[src/rtl/dps_enc_11_seq.sv]
// dps_enc_11_seq: bit-serial greedy FNS encoder producing the 11-bit DPS codeword with valid/ready on both sides.
`ifndef DBLEN11
`define DBLEN11 9
`endif
`ifndef FNS01
`define FNS01 1
`define FNS02 2
`define FNS03 3
`define FNS04 5
`define FNS05 8
`define FNS06 13
`define FNS07 21
`define FNS08 34
`define FNS09 55
`define FNS10 55
`define FNS11 89
`endif

module dps_enc_11_seq #(
  parameter int DBLEN = `DBLEN11,
  parameter int CWLEN = 11
) (
  input  logic             clk,
  input  logic             rst_n,
  input  logic             in_valid,
  output logic             in_ready,
  input  logic [DBLEN-1:0] datain,
  output logic             out_valid,
  input  logic             out_ready,
  output logic [10:0]      codeout,
  output logic             err
);
  if (CWLEN != 11) begin : g_bad_cwlen
    $error("dps_enc_11_seq supports only CWLEN == 11");
  end
  typedef enum logic [1:0] {IDLE, RUN, DONE} state_t;
  localparam int WB [11] = '{`FNS01, `FNS02, `FNS03, `FNS04, `FNS05, `FNS06,
                             `FNS07, `FNS08, `FNS09, 2*`FNS10, `FNS11};
  state_t       state_q, state_d;
  logic [DBLEN:0] res_q, res_d, w, nxt;
  logic [3:0]   idx_q, idx_d;
  logic [10:0]  code_q, code_d, cout_q, cout_d;
  logic         err_q, err_d, ge;
  assign w   = (DBLEN+1)'(WB[idx_q]);
  assign ge  = res_q >= w;
  assign nxt = ge ? res_q - w : res_q;
  // Codeword bits are shifted in from the LSB, so after 11 steps bit 10 holds the first decision.
  always_comb begin
    state_d = state_q;
    res_d   = res_q;
    idx_d   = idx_q;
    code_d  = code_q;
    cout_d  = cout_q;
    err_d   = err_q;
    case (state_q)
      IDLE: if (in_valid) begin
        state_d = RUN;
        res_d   = {1'b0, datain};
        code_d  = '0;
        idx_d   = 4'd10;
      end
      RUN: begin
        res_d  = nxt;
        code_d = {code_q[9:0], ge};
        idx_d  = idx_q - 4'd1;
        if (idx_q == 4'd0) begin
          state_d = DONE;
          cout_d  = {code_q[9:0], ge};
          err_d   = nxt != '0;
          idx_d   = 4'd10;
        end
      end
      DONE: state_d = out_ready ? IDLE : DONE;
      default: state_d = IDLE;
    endcase
  end
  always_ff @(posedge clk or negedge rst_n) begin
    if (!rst_n) begin
      state_q <= IDLE;
      res_q   <= '0;
      idx_q   <= 4'd10;
      code_q  <= '0;
      cout_q  <= '0;
      err_q   <= 1'b0;
    end else begin
      state_q <= state_d;
      res_q   <= res_d;
      idx_q   <= idx_d;
      code_q  <= code_d;
      cout_q  <= cout_d;
      err_q   <= err_d;
    end
  end
  assign in_ready  = state_q == IDLE;
  assign out_valid = state_q == DONE;
  assign codeout   = cout_q;
  assign err       = err_q;
endmodule

[config.mk]
export PLATFORM = sky130hd
export DESIGN_NAME = dps_enc_11_seq
export DESIGN_NICKNAME = d
export VERILOG_FILES = /design/src/rtl/dps_enc_11_seq.sv
export SDC_FILE = /design/constraint.sdc
export NUM_CORES = 1
export LEC_CHECK = 0
export BUFFER_PORTS_ARGS = -buffer_cell sky130_fd_sc_hd__buf_2
export CORE_AREA = 2 2 59 83
export CTS_BUF_LIST = sky130_fd_sc_hd__clkbuf_8
export DETAILED_ROUTE_END_ITERATION = 6
export DIE_AREA = 0 0 61 85
export HOLD_SLACK_MARGIN = 0.08
export PLACE_DENSITY_LB_ADDON = 0.15
export SLEW_MARGIN = 20
export SYNTH_ARGS = -nofsm -noshare
export SYNTH_HDL_FRONTEND = slang
export SYNTH_SLANG_ARGS = --single-unit
[constraint.sdc]
create_clock -name clk -period 4.4 [get_ports clk]
set_input_delay 0.88 -clock clk [delete_from_list [all_inputs] [get_ports clk]]
set_output_delay 0.88 -clock clk [all_outputs]
set_load 0.005 [all_outputs]
==> summary.md <==
| Metric | Value |
|---|---|
| Vias per cell | 5.83 |
| Fmax | between 200 and 300 MHz |
| Synthesized cell area | between 2000 and 2500 sq um |
| P&R area growth vs syn | 15.1% |
| Total number of vias | 1772 |
| Clock latency on the worst-skew pair | 0.29 ns |
| Number of distinct library cells after synthesis | 47 |
| CTS tree | yes |
| Hpwl dp | 3560 um |
| Setup crit end | res_q[7] |
| Sequential Area | around 950 sq um |
| Io pins | 27 |
| Clock tree sinks | 38 |
| MaxCap Viol Count | 0 |
| Initial antenna violation count | 0 |
| Setup crit end kind | register |
| Setup TNS | 0 ns |
| Most frequent cells in the layout | dfrtp_1 (36), buf_2 (26), nor2_1 (24) |
| Post-CTS setup buffer count | 0 |
| Congestion Overflow GR | 0 |
| First-pass GRT wire length | 8220 um |
| Cell Chain, Critical Path | inv_1, ha_1, inv_1, o21ai_0, o21ai_0, fa_1, nand3_1, a31oi_1, nor4_4, nor3_2, a22o_1, a221o_1 |
| Max Root-Sink Buffers | 2 |
| Inserted Clock Buffers | 5 |
| Yosys warns | 0 |
| #FFs+latches synth | 38 |
| H-Tree Depth | 2 |
| Rel. slew slack | 43.9% |
| CP arrival | around 3.5 ns |
| Hold path cells | 2 |
| Final Hold Viols | 0 |
| Multi-input logic area | 1120 sq um |
| Cts repair resizes | 0 |
| Hold Buf Count CTS | 0 |
| Minimum clock period | approximately 3.4 ns |
| Die area | 5190 sq um |
| Layout cells sized above 1 | 21.9% |
| Root buf cell | clkbuf_8 |
| Final setup fails | 0 |
| Worst R2R Path Depth | 12 |
| Worst path depth | 12 |
| Commonest non-fill, non-tap cell in the layout | dfrtp_1 |
| R2r setup slk | 1.04 ns |
| Net count, final | 267 |
| CP peak stage delay | 0.58 ns |
| Syn Inst Count | between 200 and 250 |
| Hold WC Path Type | register to register |
| Buf+Inv Stages, Crit Path | 2 |
| Routed length per instance | approximately 16 um |
| R2R Path End | res_q[7] |
| Initial core utilization | 48.2% |
| Vias in the first global route | approximately 1800 |
| Post-synthesis sequential area ratio | 44.3% |
| Crit-path max FO | 10 |
| Slew Limit Fails | 0 |
| Initial DRC Count | 85 |
| Top FF cell, synth | dfrtp_1 |
| DIE HEIGHT | approximately 85 um |
| RR Startpoint | idx_q[1] |
| Data required, critical path | ~4.6 ns |
| Async set-or-reset flop fraction in the synthesized netlist | 100% |
| Antenna diodes | 0 |
| Gp weighted congestion | just under 0.9 |
| Filler instances | just over 400 |
| Syn_nets | around 240 |
| Die W | 61 um |
| Crit Path Class | register to register |
| Outcome | completed |
| Crit path max-delay family | compound AO/OA/AOI/OAI gates |
| Final WS setup | 1.04 ns |
| Number of port buffers | 26 |
| Average cell area after synthesis | 9.97 sq um |
| GR Util All Layers | roughly a fifth |
| Core Rows | 29 |
| Setup WS pre-CTS | 1.09 ns |
| Routed Antenna Nets | 0 |
| # DRC | 0 |
| Detailed Route WL | 4910 um |
| CP Launch Type | register |
| Final Cycle Share | 76.4% |
| Critical-path top delay cell | dfstp_2 |
| Core Region | 4460 sq um |
| Clock transition at path regs | 0.08 ns |
| Pre-antenna DRT Iters | 5 |
| Pin count of the biggest net entering global routing | 39 |
| EDFF count, synth | 0 |
| Unrepaired setup endpoints after global routing | false |
| Final Skew | 0.0109 ns |
| Tightest Pin Transition | about 0.84 ns |
| Critical Path Source | idx_q[1] |
## worst min-delay path: stages, from the launching register on
cell,delay (ns)
dfrtp_1,0.36
nand2_1,0.05
o21ai_0,0.06
## layout make-up
class	instances	area share (%)
timing repair buffer	28	5.86
inverter	10	1.51
sequential	38	38.5
tap	62	3.13
clock buffer	6	3.33
multi-input combinational	158	45.3
clock inverter	2	2.42
## synth_stat cells (5+ instances only)
cell | instances | area share (%)
ha_1 | 12 | 7.0
nor4_1 | 5 | 1.5
mux2_2 | 12 | 6.3
nand3_1 | 5 | 1.2
clkbuf_1 | 8 | 1.4
xor2_1 | 5 | 2.0
a21oi_1 | 14 | 3.3
nand2b_1 | 6 | 1.7
nor2_1 | 24 | 4.2
inv_1 | 10 | 1.7
dfrtp_1 | 36 | 42
o22ai_1 | 5 | 1.5
o21ai_0 | 11 | 2.6
a22o_1 | 10 | 4.1
nand2_1 | 10 | 1.7
## layer usage
| layer | global-route usage, % | vias to the layer above | wire [um] |
|---|---|---|---|
| li1 | - | 842 | - |
| met1 | 26.3 | 863 | 2040 |
| met2 | 34.9 | 55 | 2480 |
| met3 | 4.12 | 12 | 232 |
| met4 | 8.70 | 0 | 153 |
| met5 | 0 | - | 0 |
## per-stage QoR
step	cells	hold WS, ns	util [%]	instance area (sq um)
floorplan	216	0.462	-	2150
global placement	296	0.480	52.3	2340
detailed placement	296	0.471	52.3	2340
CTS	304	0.491	55.5	2480
global route	304	0.520	55.5	2480
finish	304	0.498	55.5	2480
## how the worst min path moves through the flow
stage	startpoint	endpoint	slack (ns)
global placement	err	err	0.48
detailed placement	codeout[0]	codeout[0]	0.47
finish	codeout[0]	codeout[0]	0.50
CTS	codeout[0]	codeout[0]	0.49
floorplan	code_q[9]	code_q[9]	0.46
global route	err	err	0.52
## flip-flops by register name, summed over array words and instances, names as in the netlist
register	cells
res_q	10
idx_q	4
code_q	10
state_q	2
err	1
codeout	11
## kinds of logic (layout without fill, tap and decap cells)
family	Yosys count	in the layout	synth area share [%]
flops	38	38	44.3
simple gates	62	62	14.7
xor+xnor	5	5	2.03
buf+inv	20	46	3.60
fa+ha+maj	13	13	7.90
mux	13	13	6.74
compound gates	65	65	20.7
Power is left out: the tool's default activity adds up to more than one toggle a clock period on the data nets, which glitch-free logic cannot reach.
